==> src/rtl/cfg_sequencer.sv <==
// cfg_sequencer: loads a WIDTH-bit configuration image into the serial config
// chain (sr_enable/sr_data), waits a fixed settle time, optionally waits for the
// synchronized DLL stable flag, then reports done with locked or timeout_err.
// Optional feature macro: CFG_SEQ_RETRY_EN (reload the same image after a lock
// timeout, up to RETRIES extra attempts).

module cfg_sequencer #(
  parameter int unsigned WIDTH         = 86,
  parameter int unsigned SETTLE_CYCLES = 16,
  parameter int unsigned LOCK_TIMEOUT  = 1024,
  parameter int unsigned RETRIES       = 2
) (
  input  logic                       clk,
  input  logic                       reset,
  input  logic                       start,
  input  logic [WIDTH-1:0]           cfg,
  input  logic                       wait_lock,
  input  logic                       stable,
  output logic                       sr_enable,
  output logic                       sr_data,
  output logic                       busy,
  output logic                       done,
  output logic                       locked,
  output logic                       timeout_err,
  output logic [$clog2(WIDTH+1)-1:0] bit_idx
);

  localparam int unsigned IdxW   = $clog2(WIDTH + 1);
  localparam int unsigned PosW   = $clog2(WIDTH);
  localparam int unsigned CntMax = (SETTLE_CYCLES > LOCK_TIMEOUT) ? SETTLE_CYCLES : LOCK_TIMEOUT;
  localparam int unsigned CntW   = $clog2(CntMax + 1);

  localparam logic [2:0] StIdle     = 3'd0;
  localparam logic [2:0] StShift    = 3'd1;
  localparam logic [2:0] StSettle   = 3'd2;
  localparam logic [2:0] StWaitLock = 3'd3;
  localparam logic [2:0] StDone     = 3'd4;

  logic [2:0]       state_q, state_d;
  logic [WIDTH-1:0] img_q, img_d;
  logic             wl_q, wl_d;
  logic [IdxW-1:0]  bit_idx_q, bit_idx_d;
  logic [CntW-1:0]  cnt_q, cnt_d;
  logic             sr_enable_q, sr_enable_d;
  logic             sr_data_q, sr_data_d;
  logic             busy_q, busy_d;
  logic             done_q, done_d;
  logic             locked_q, locked_d;
  logic             timeout_q, timeout_d;
  logic             stable_s1_q, stable_s2_q;
  logic [31:0]      idx_ext;
  logic [PosW-1:0]  nxt_pos;

`ifdef CFG_SEQ_RETRY_EN
  localparam int unsigned RtyW = (RETRIES > 0) ? $clog2(RETRIES + 1) : 1;
  logic [RtyW-1:0] retry_q, retry_d;
`else
  // RETRIES only matters when reloads are enabled.
  logic unused_retries;
  assign unused_retries = ^RETRIES;
`endif

  // Two-flop synchronizer for the asynchronous DLL stable flag.
  always_ff @(posedge clk or posedge reset) begin
    if (reset) begin
      stable_s1_q <= 1'b0;
      stable_s2_q <= 1'b0;
    end else begin
      stable_s1_q <= stable;
      stable_s2_q <= stable_s1_q;
    end
  end

  // Next-state and registered-output logic for the load sequence.
  always_comb begin
    state_d     = state_q;
    img_d       = img_q;
    wl_d        = wl_q;
    bit_idx_d   = bit_idx_q;
    cnt_d       = cnt_q;
    sr_enable_d = sr_enable_q;
    sr_data_d   = sr_data_q;
    busy_d      = busy_q;
    done_d      = 1'b0;
    locked_d    = locked_q;
    timeout_d   = timeout_q;
`ifdef CFG_SEQ_RETRY_EN
    retry_d     = retry_q;
`endif
    // Position of the bit presented after the current one (MSB first).
    idx_ext     = 32'(bit_idx_q);
    nxt_pos     = PosW'(WIDTH - 32'd2 - idx_ext);

    case (state_q)
      StIdle: begin
        if (start) begin
          img_d       = cfg;
          wl_d        = wait_lock;
          locked_d    = 1'b0;
          timeout_d   = 1'b0;
          busy_d      = 1'b1;
          bit_idx_d   = '0;
          sr_enable_d = 1'b1;
          sr_data_d   = cfg[WIDTH-1];
`ifdef CFG_SEQ_RETRY_EN
          retry_d     = '0;
`endif
          state_d     = StShift;
        end
      end

      StShift: begin
        if (bit_idx_q == IdxW'(WIDTH - 1)) begin
          sr_enable_d = 1'b0;
          sr_data_d   = 1'b0;
          bit_idx_d   = IdxW'(WIDTH);
          cnt_d       = '0;
          state_d     = StSettle;
        end else begin
          bit_idx_d = bit_idx_q + 1'b1;
          sr_data_d = img_q[nxt_pos];
        end
      end

      StSettle: begin
        if (cnt_q == CntW'(SETTLE_CYCLES - 1)) begin
          cnt_d = '0;
          if (wl_q) begin
            state_d = StWaitLock;
          end else begin
            locked_d = 1'b1;
            done_d   = 1'b1;
            busy_d   = 1'b0;
            state_d  = StDone;
          end
        end else begin
          cnt_d = cnt_q + 1'b1;
        end
      end

      StWaitLock: begin
        // Lock is checked first so a rise in the final cycle still wins.
        if (stable_s2_q) begin
          locked_d = 1'b1;
          done_d   = 1'b1;
          busy_d   = 1'b0;
          state_d  = StDone;
        end else if (cnt_q == CntW'(LOCK_TIMEOUT - 1)) begin
          cnt_d = '0;
`ifdef CFG_SEQ_RETRY_EN
          if (retry_q < RtyW'(RETRIES)) begin
            retry_d     = retry_q + 1'b1;
            bit_idx_d   = '0;
            sr_enable_d = 1'b1;
            sr_data_d   = img_q[WIDTH-1];
            state_d     = StShift;
          end else begin
            timeout_d = 1'b1;
            done_d    = 1'b1;
            busy_d    = 1'b0;
            state_d   = StDone;
          end
`else
          timeout_d = 1'b1;
          done_d    = 1'b1;
          busy_d    = 1'b0;
          state_d   = StDone;
`endif
        end else begin
          cnt_d = cnt_q + 1'b1;
        end
      end

      StDone: begin
        state_d = StIdle;
      end

      default: begin
        state_d = StIdle;
      end
    endcase
  end

  // State and output registers; reset abandons any load in progress.
  always_ff @(posedge clk or posedge reset) begin
    if (reset) begin
      state_q     <= StIdle;
      img_q       <= '0;
      wl_q        <= 1'b0;
      bit_idx_q   <= '0;
      cnt_q       <= '0;
      sr_enable_q <= 1'b0;
      sr_data_q   <= 1'b0;
      busy_q      <= 1'b0;
      done_q      <= 1'b0;
      locked_q    <= 1'b0;
      timeout_q   <= 1'b0;
`ifdef CFG_SEQ_RETRY_EN
      retry_q     <= '0;
`endif
    end else begin
      state_q     <= state_d;
      img_q       <= img_d;
      wl_q        <= wl_d;
      bit_idx_q   <= bit_idx_d;
      cnt_q       <= cnt_d;
      sr_enable_q <= sr_enable_d;
      sr_data_q   <= sr_data_d;
      busy_q      <= busy_d;
      done_q      <= done_d;
      locked_q    <= locked_d;
      timeout_q   <= timeout_d;
`ifdef CFG_SEQ_RETRY_EN
      retry_q     <= retry_d;
`endif
    end
  end

  assign sr_enable   = sr_enable_q;
  assign sr_data     = sr_data_q;
  assign busy        = busy_q;
  assign done        = done_q;
  assign locked      = locked_q;
  assign timeout_err = timeout_q;
  assign bit_idx     = bit_idx_q;

endmodule

==> config.mk <==
export PLATFORM = sky130hd
export DESIGN_NAME = cfg_sequencer
export DESIGN_NICKNAME = d
export VERILOG_FILES = /design/src/rtl/cfg_sequencer.sv
export SDC_FILE = /design/constraint.sdc
export NUM_CORES = 1
export LEC_CHECK = 0
export ABC_CLOCK_PERIOD_IN_PS = 5300
export CAP_MARGIN = 10
export CORE_MARGIN = 1
export CORE_UTILIZATION = 50
export CTS_CLUSTER_DIAMETER = 40
export DETAILED_ROUTE_END_ITERATION = 16
export PLACE_DENSITY = 0.88
export RECOVER_POWER = 100
export SYNTH_ARGS = -nofsm -noshare
export SYNTH_HDL_FRONTEND = slang
export SYNTH_SLANG_ARGS = --single-unit
==> constraint.sdc <==
create_clock -name clk -period 5.3 [get_ports clk]
set_clock_uncertainty 0.15 [all_clocks]
set_input_delay 1.59 -clock clk [delete_from_list [all_inputs] [get_ports clk]]
set_output_delay 1.59 -clock clk [all_outputs]
set_load 0.05 [all_outputs]
==> flow_summary.rst <==
.. list-table::
   :header-rows: 1

   * - Metric
     - Value
   * - Number of hold-slack violations in the final timing report
     - 0
   * - Number of slew-limit violations in the final report
     - 32
   * - Placement Rows
     - 38
   * - Most common library cell in the layout ignoring fill and taps
     - sky130_fd_sc_hd__dfrtp_1
   * - Die Y-Extent
     - ~110 microns
   * - Launching instance or port of the critical path
     - start
   * - Required time of the critical path
     - 5.44 ns
   * - DRC violation count after routing
     - 0
   * - Dominant combinational cell family by area after synthesis
     - multiplexers
   * - Number of buffers inserted by port buffering
     - 103
   * - Maximum level of the CTS H-tree
     - 4
   * - Sequential Power Share
     - 0.333
   * - Synthesis-stage register bit count
     - 116
   * - Simple-gate share of the synthesized area
     - 0.104
   * - Cell Int Power
     - around 3.0 mW
   * - Power share of the combinational group
     - 0.414
   * - Outcome
     - complete, but fails checks
   * - Reg-to-reg critical path startpoint
     - bit_idx[1]
   * - Multiplexer share of the synthesized area
     - 0.255
   * - Max-cap violations
     - 1
   * - Compound-cell area share of the yosys netlist
     - 0.0641
   * - Maximum vdd drop
     - 0.480 mV
   * - Sequential-to-total area share from yosys stat
     - 0.504
   * - Wire length after detailed routing
     - 13,300 microns
   * - Share of the core filled with cells
     - 0.673
   * - Arrival time at the worst endpoint
     - 4.44 ns
   * - Layout Nets
     - 642
   * - CTS-repair resized insts
     - 0
   * - Timing-limited maximum frequency
     - ~0.23 GHz
   * - Post-Syn Nets
     - 540
   * - Synth Flop Type
     - sky130_fd_sc_hd__dfrtp_1
   * - Max-slew headroom
     - -0.115
   * - RD Place Congestion
     - 0.878
   * - Sw power
     - between 1.5 and 2 mW
   * - Number of post-CTS setup repair buffers
     - 0
   * - Sort of element at the start of the critical path
     - input port
   * - Unrepaired setup endpoints after global routing
     - no
   * - Highest fanout seen on the critical path
     - 40
   * - Clock buffer count from CTS
     - 17
   * - Number of ports placed on the die boundary
     - 104
   * - Critical path type
     - input port to flop
   * - Setup TNS Final
     - 0 ns
   * - Worst Hold Margin
     - 0.197 ns
   * - P per Cell Area
     - roughly 620 mW/mm^2
   * - TritonCTS clock tree
     - built
   * - Number of enable-type register cells in the synthesized netlist
     - 0
   * - Routed length per instance
     - 19.0 microns
   * - Cell area after layout
     - 0.00743 sq mm
   * - Post-Synthesis Cell Area
     - approximately 0.0058 sq mm
   * - Via count normalized by instance count
     - 5.93
   * - Gr ovfl total
     - 0
   * - Fraction of layout instances using a drive strength above 1
     - 0.275
   * - Clock tree buffer depth
     - 2
   * - Mean Syn Cell Area
     - 12.9 sq um
   * - Standard cell core area
     - around 0.011 sq mm
   * - Hold WC Path Type
     - flop to flop
   * - First-pass GRT wire length
     - 22,200 microns
   * - Cells after Synth
     - 445
   * - Layout-stage area growth over the synthesis result
     - 29.0%
   * - Post-CTS Hold Fix Bufs
     - 0
   * - Critical path capture point type
     - flop
   * - HP Start
     - stable_s1_q
   * - Number of antenna violations at the first check in global routing
     - 0
   * - Warnings from Yosys
     - 0
   * - Leakage Power
     - 3.17 nW
   * - Largest net degree at the start of global routing
     - 72
   * - Final setup violation count
     - 0
   * - DRC marker count from the first detailed-route iteration
     - 273
   * - Clock power share
     - 0.253
   * - Clock insertion delay at the later pin of the skew report
     - roughly 0.41 ns
   * - Fraction of registers with async set/reset
     - 1.00
   * - Part of the cycle the worst path needs
     - 0.811
   * - GR Util All Layers
     - 0.250
   * - DP Area
     - 0.00685 sq mm
   * - Vias in the first global route
     - ~4,400
   * - Detailed Routing Iterations Pass 1
     - 5
   * - Overall power after layout
     - 4.58 mW
   * - Switching share of total power
     - 0.353
   * - Adder and majority gate portion of the synthesized area
     - 0.00869
   * - Min Clock Period, post-route
     - 4.30 ns
   * - Worst-Margin Slew
     - 1.67 ns
   * - Clk root buf
     - sky130_fd_sc_hd__clkbuf_16
   * - Antenna-violating nets left
     - 0
   * - Failing checks
     - max-capacitance violations, max-slew violations
   * - Commonest cells after routing, fill and taps aside
     - sky130_fd_sc_hd__dfrtp_1 (115), sky130_fd_sc_hd__mux2_2 (88), sky130_fd_sc_hd__clkdlybuf4s50_1 (87)
   * - Detailed placement HPWL
     - 9070 microns
   * - Number of vias in the routed layout
     - 4,144
   * - Horizontal extent of the die
     - 109 microns
   * - Clock transition time at the flip-flop clock pins of the worst setup and hold paths
     - 0.05 ns
   * - Starting density of the core
     - 0.522
   * - Full die area
     - roughly 0.012 sq mm
   * - Antenna fix cells
     - 0
   * - Parity-gate share of the synthesized area counting xor and xnor cells
     - 0.0276
   * - Clock sink count
     - 116
   * - Number of distinct library cells after synthesis
     - 56
[stage by stage]
stage | instances | worst slack (ns)
floorplan | 445 | 0.488
global placement | 668 | 1.51
detailed placement | 668 | 1.46
CTS | 699 | 1.40
global route | 699 | 0.819
finish | 699 | 1.00
[critical path, cell delays in order]
cell,delay (ns)
sky130_fd_sc_hd__dlygate4sd3_1,0.52
sky130_fd_sc_hd__nand2b_1,0.09
sky130_fd_sc_hd__nor3_1,0.23
sky130_fd_sc_hd__clkbuf_1,0.97
sky130_fd_sc_hd__buf_4,0.60
sky130_fd_sc_hd__mux2_2,0.40
[cell type report]
class	instances	area (sq um)
fillers	801	3600
clock buffers	21	470
flip-flops and latches	116	2900
inverters	8	32.5
multi-input cells	295	2640
repair buffers	109	1080
clock inverters	10	130
well taps	140	175
[kinds of logic (layout without fill, tap and decap cells)]
kind of cell | after synthesis | in the layout
xor gates and xnor gates | 16 | 16
muxes | 112 | 112
DFF | 116 | 116
and+or+nand+nor | 109 | 109
buffers and inverters | 34 | 148
AOI/OAI and AO/OA | 54 | 54
adders and majority gates | 4 | 4
[routing by layer]
layer	part of all wire	track usage
met4	0.024	0.102
met3	0.064	0.0646
met1	0.40	0.304
met5	0	0
met2	0.51	0.423
[cell usage after synthesis, types with 2 or more instances]
cell	n	area [sq um]
sky130_fd_sc_hd__a211oi_1	2	15.0
sky130_fd_sc_hd__a21oi_1	12	60.1
sky130_fd_sc_hd__a31oi_1	2	12.5
sky130_fd_sc_hd__and2_1	2	12.5
sky130_fd_sc_hd__and2b_2	2	17.5
sky130_fd_sc_hd__and3_1	3	18.8
sky130_fd_sc_hd__and4_1	3	26.3
sky130_fd_sc_hd__and4b_2	2	22.5
sky130_fd_sc_hd__buf_2	6	30.0
sky130_fd_sc_hd__buf_6	5	56.3
sky130_fd_sc_hd__clkbuf_1	11	41.3
sky130_fd_sc_hd__clkbuf_8	3	41.3
sky130_fd_sc_hd__dfrtp_1	116	2900
sky130_fd_sc_hd__ha_1	4	50.1
sky130_fd_sc_hd__inv_1	8	30.0
sky130_fd_sc_hd__mux2_2	88	991
sky130_fd_sc_hd__mux2i_1	5	50.1
sky130_fd_sc_hd__mux4_2	19	428
sky130_fd_sc_hd__nand2_1	31	116
sky130_fd_sc_hd__nand2b_1	2	12.5
sky130_fd_sc_hd__nand3_1	8	40.0
sky130_fd_sc_hd__nand3b_1	2	15.0
sky130_fd_sc_hd__nand4_1	8	50.1
sky130_fd_sc_hd__nor2_1	19	71.3
sky130_fd_sc_hd__nor2b_1	4	25.0
sky130_fd_sc_hd__nor3_1	3	15.0
sky130_fd_sc_hd__nor4_1	3	18.8
sky130_fd_sc_hd__nor4b_1	2	17.5
sky130_fd_sc_hd__o211ai_1	2	15.0
sky130_fd_sc_hd__o21a_1	3	22.5
sky130_fd_sc_hd__o21ai_0	16	80.1
sky130_fd_sc_hd__o31ai_1	5	37.5
sky130_fd_sc_hd__or3_1	6	37.5
sky130_fd_sc_hd__or4_1	3	22.5
sky130_fd_sc_hd__xnor2_1	5	43.8
sky130_fd_sc_hd__xor2_1	10	87.6
[flip-flops by register name, indices dropped and copies added (netlist names)]
name,count
sr_data,1
wl_q,1
locked,1
stable_s1_q,1
stable_s2_q,1
state_q,3
sr_enable,1
bit_idx,7
done,1
timeout_err,1
busy,1
cnt_q,11
img_q,86
[power by group through the flow]
stage / Sequential (mW) / Clock [mW] / Combinational, mW
after floorplan: 1.57 / 0 / 1.39
after global placement: 1.50 / 0 / 1.80
after detailed placement: 1.54 / 0 / 1.87
after CTS: 1.53 / 1.17 / 1.90
after global routing: 1.58 / 1.21 / 2.01
final: 1.52 / 1.16 / 1.89
[path summary, 6_finish.rpt]
kind                                to  slack, ns  cells past startpoint
setup / recovery             img_q[23]       1.00                      6
max in group asynchronous   bit_idx[0]       2.53                      3
hold / removal             stable_s2_q       0.20                      0
setup reg to reg               sr_data       1.69                      8
min in group asynchronous    img_q[46]       1.71                      2
hold reg to reg            stable_s2_q       0.20                      0
No activity file was read; power rests on OpenSTA's default activity.
==> variant 1: new RTL, config.mk and constraints unchanged <==
Put one more register stage on the output `timeout_err`, cleared by the reset. The value now appears one clock later. The other outputs are not delayed to match.
--- a/src/rtl/cfg_sequencer.sv
+++ b/src/rtl/cfg_sequencer.sv
@@ -221,7 +221,13 @@
   assign busy        = busy_q;
   assign done        = done_q;
   assign locked      = locked_q;
-  assign timeout_err = timeout_q;
+  always_ff @(posedge clk or posedge reset) begin
+    if (reset) begin
+      timeout_err <= '0;
+    end else begin
+      timeout_err <= timeout_q;
+    end
+  end
   assign bit_idx     = bit_idx_q;
 
 endmodule
Function: no difference found for any inputs over 10 cycles, from zero or initial values and one cycle with reset high; that may be too few to reach the edited logic, so the function may still have changed.
==> variant 1 against the original RTL <==
- the flow still finishes with violations (max-capacitance violations, max-slew violations)
- routed wire length shrank 3.2%
- via count shrank 3.2%
- area after synthesis grew 0.43%
- sequential share of layout area shrank 0.27 points
- sequential cell count grew 1
- setup slack gained 0.044 ns
- critical path depth shrank 1
- total power grew 2.8%
- design area grew 1.6%
- critical path type unchanged
- largest cell class unchanged
- largest power group unchanged
==> variant 1: results (changes against the original RTL) <==
metric	value	unit	change
synth.lib_cells_used.distinct	56		unchanged
largest_fanout_on_the_critical_path	54		+35%
timing_max_transition_violations_final	50		+56%
worst_hold_slack	0.207	ns	+0.00985 ns
worstMarginPinSlew	2.26	ns	+0.589 ns
via_count_of_the_first_global_routing_pass	4252		-4.3%
fill_cells	765		-4.5%
final_wtd_congestion	0.873		-0.60%
number_of_max_cap_violations	1		unchanged
first_pass_iters	4		-1
regMostFlops	img_q		
power.leakage	3.22	nW	+1.4%
dr_total_vias	4011		-3.2%
ys_top_cells_by_count	117 x sky130_fd_sc_hd__dfrtp_1, 88 x sky130_fd_sc_hd__mux2_2, 31 x sky130_fd_sc_hd__nand2_1		
routed_wire_length	12.9	mm	-3.2%
placement.cell_area	6880	um2	+0.44%
final_layout_size_suffix_gt1_share	28.0	%	+0.49 points
outcome	finished with violations		
ir_drop	0.422	mV	-12%
crit_end	img_q[4]		
worst-endpoint-arrival	4.39	ns	-0.05 ns
layout_min_cycle_time	4.25	ns	-0.0443 ns
place.detailed.hpwl	8.88	mm	-2.1%
grt_first_pass_wirelength	20.8	mm	-6.0%
area_of_combinational_cells_with_multiple_inputs	2650	um2	+0.43%
ctsLongestPathBuffers	2		unchanged
placement.setup.worst_slack	1.31	ns	-0.157 ns
mappedNetlistNets	541		+0.19%
synth_sequential_area_ratio	50.6	%	+0.21 points
grt_start_max_net_pins	69		-4.2%
setup.reg_to_reg.worst_slack	1.81	ns	+0.12 ns
failed_checks	max-capacitance violations, max-slew violations		
critical_path.endpoint_type	flip-flop		
post_synth_main_area_contributors	sky130_fd_sc_hd__dfrtp_1 51%, sky130_fd_sc_hd__mux2_2 17%, sky130_fd_sc_hd__mux4_2 7.4%, sky130_fd_sc_hd__nand2_1 2.0%, sky130_fd_sc_hd__xor2_1 1.5%		
all_layer_gr_usage	23.6	%	-1.3 points
postCtsSetupRepairBufs	0		unchanged
syn_inst	446		+0.22%
critical_path.slowest_cell	sky130_fd_sc_hd__clkbuf_2		
critical-path-max-stage-delay	1.07	ns	+0.10 ns
detail_route.iter0.violations	226		-17%
post_cts_resized	0		unchanged
[variant 1: cell families (layout without fill, tap and decap cells)]
family | count (synthesis) | count (layout) | synth area share, %
xor+xnor | 16 | 16 | 2.75
buf+inv | 34 | 148 | 3.70
compound gates | 54 | 54 | 6.38
simple gates | 109 | 109 | 10.3
mux | 112 | 112 | 25.4
fa+ha+maj | 4 | 4 | 0.865
flops | 117 | 117 | 50.6
[variant 1: worst register-to-register path, cell delays in order, from the launching register on]
cell and delay [ns]:
sky130_fd_sc_hd__dfrtp_1 0.45, sky130_fd_sc_hd__inv_1 0.14, sky130_fd_sc_hd__ha_1 0.40, sky130_fd_sc_hd__xor2_1 0.79, sky130_fd_sc_hd__mux4_2 0.42, sky130_fd_sc_hd__mux2_2 0.30, sky130_fd_sc_hd__o32ai_1 0.12, sky130_fd_sc_hd__nor4b_1 0.09
sky130_fd_sc_hd__or4_1 0.50
[variant 1: area by class of cell]
| class | instances | area share (%) |
|---|---|---|
| clock buffers | 18 | 5.82 |
| flip-flops and latches | 117 | 38.8 |
| multi-input cells | 295 | 35.1 |
| repair buffers | 108 | 14.2 |
| well taps | 140 | 2.32 |
| inverters | 8 | 0.415 |
| clock inverters | 14 | 3.30 |
[variant 1: power by group]
group / total [W] / switching (W) / internal, W
clock: 0.00132 / 0.000423 / 0.000900
sequential: 0.00153 / 0.000268 / 0.00127
combinational: 0.00185 / 0.000914 / 0.000936
[variant 1: layer usage]
metal	vias up	track usage [%]	routed length (um)
li1	1850	-	-
met1	2026	28.7	5420
met2	112	40.1	6640
met3	23	6.70	608
met4	0	8.57	219
met5	-	0	0
==> variant 2: new RTL, same flow settings <==
Made on the original files. The parameter `SETTLE_CYCLES` goes from 16 to 32.
--- a/src/rtl/cfg_sequencer.sv
+++ b/src/rtl/cfg_sequencer.sv
@@ -6,7 +6,7 @@
 
 module cfg_sequencer #(
   parameter int unsigned WIDTH         = 86,
-  parameter int unsigned SETTLE_CYCLES = 16,
+  parameter int unsigned SETTLE_CYCLES = 32,
   parameter int unsigned LOCK_TIMEOUT  = 1024,
   parameter int unsigned RETRIES       = 2
 ) (
Formal check against the unedited RTL: no difference found for any inputs over 10 cycles, from zero or initial values and one cycle with reset high; that may be too few to reach the edited logic, so the function may still have changed.
==> variant 2 against the original RTL <==
- critical path type unchanged
- sequential cell count did not move
- largest cell class unchanged
- the flow still finishes with violations (max-capacitance violations, max-slew violations)
- design area fell by 1.6%
- routed wire length rose by 2.4%
- area after synthesis fell by 2.8%
- synthesized cell count rose by 34%
- highest routed layer unchanged
- cell count rose by 21%
- setup slack got worse by 0.12 ns
Power is not compared: it rests on default switching activity, and its combinational part moved more than twofold at a synthesized area within 25%.
==> variant 2: results (changes against the original RTL) <==
metric	value	unit	change
worstMarginPinSlew	1.92	ns	+0.248 ns
routed_length_on_met3	799	um	-6.3%
top_signal_layer_used	met4		
all_layer_gr_usage	25.3	%	+0.31 points
fill_cells	796		-0.62%
ys_top_cells_by_count	283 x sky130_fd_sc_hd__nand2_1, 116 x sky130_fd_sc_hd__dfrtp_1, 24 x sky130_fd_sc_hd__clkbuf_1, 24 x sky130_fd_sc_hd__nor2_1, 16 x sky130_fd_sc_hd__mux4_1		
failed_checks	max-capacitance violations, max-slew violations		
routed-wl-met2	6.97	mm	+1.9%
largest_fanout_on_the_critical_path	49		+23%
synth.lib_cells_used.distinct	43		-23%
final_wtd_congestion	0.853		-2.9%
grt_use_met2	42.2	%	-0.15 points
syn_inst	597		+34%
cts-root-buf	sky130_fd_sc_hd__clkbuf_8		
groute.layer.met1.usage	31.4	%	+0.98 points
critical-path-max-stage-delay	1.44	ns	+0.47 ns
place.detailed.hpwl	8.90	mm	-1.8%
max_reg_flops	86		unchanged
fmaxAchievable	226	MHz	-2.7%
synth_sequential_area_ratio	51.9	%	+1.5 points
grt_start_max_net_pins	84		+17%
cts_hold_buffers	0		unchanged
antenna_found_initial	0		unchanged
worst-endpoint-arrival	4.71	ns	+0.27 ns
outcome	finished with violations		
number_of_max_cap_violations	1		unchanged
numCtsBuffers	17		unchanged
routed_wire_length	13.6	mm	+2.4%
regMostFlops	img_q		
worst_skew_pair.late_latency	0.52	ns	+0.11 ns
via_count_of_the_first_global_routing_pass	4663		+4.9%
finalNonFillerCells	847		+21%
place_inst	815		+22%
post_synth_main_area_contributors	sky130_fd_sc_hd__dfrtp_1 52%, sky130_fd_sc_hd__nand2_1 19%, sky130_fd_sc_hd__mux4_1 7.5%, sky130_fd_sc_hd__mux4_2 2.8%, sky130_fd_sc_hd__clkbuf_1 1.6%		
final_layout_size_suffix_gt1_share	6.22	%	-21 points
detail_route.iter0.violations	326		+19%
timing_max_transition_violations_final	50		+56%
mappedNetlistNets	692		+28%
ctsLongestPathBuffers	2		unchanged
postCtsSetupRepairBufs	0		unchanged
nNetsFinal	789		+23%
globalRouteMet3Util	5.75	%	-0.71 points
dr_total_vias	4638		+12%
grt_first_pass_wirelength	22.2	mm	+0.16%
worst_hold_path_type	reg2reg		
drt-met1-wl	5.53	mm	+4.4%
variant 2: layout make-up:
class                   instances  area share [%]
multi-input cells             441            34.4
clock buffers                  20            6.10
flip-flops and latches        116            39.7
repair buffers                108            14.4
well taps                     140            2.40
inverters                      10           0.548
clock inverters                12            2.43
variant 2: path summary, 6_finish.rpt:
check                       startpoint           to  slack, ns  cells after the start
setup / recovery                 start    img_q[16]       0.88                      6
hold / removal             stable_s1_q  stable_s2_q       0.20                      0
setup reg to reg            bit_idx[0]      sr_data       1.71                      7
hold reg to reg            stable_s1_q  stable_s2_q       0.20                      0
max in group asynchronous        reset  timeout_err       1.96                      3
min in group asynchronous        reset    img_q[62]       1.64                      2
variant 2: metrics by stage:
stage,utilization [%],total power (W),hold WS (ns),area (um2),setup slack (ns)
2_1_floorplan,-,0.000918,0.181,5600,0.488
6_report,67.1,0.00217,0.204,7310,0.883
5_1_grt,67.1,0.00223,0.208,7310,0.690
4_1_cts,67.4,0.00219,0.208,7340,1.14
3_5_place_dp,61.7,0.000994,0.190,6710,1.53
3_3_place_gp,61.7,0.000993,0.186,6710,1.63
variant 2: report_power, final:
group | switching (W) | internal, W | leakage [nW] | total, W
clock | 0.000410 | 0.000788 | 0.294 | 0.00120
combinational | 0.0000300 | 0.0000589 | 1.84 | 0.0000889
sequential | 0.000000576 | 0.000887 | 1.57 | 0.000888
total | 0.000441 | 0.00173 | 3.71 | 0.00217
variant 2: kinds of logic after synthesis:
kind of cell               share of synthesized area [%]
xor gates and xnor gates                            2.53
adders and majority gates                          0.894
DFF                                                 51.9
and+or+nand+nor                                     25.6
muxes                                               11.6
AOI/OAI and AO/OA                                   4.45
buffers and inverters                               3.11
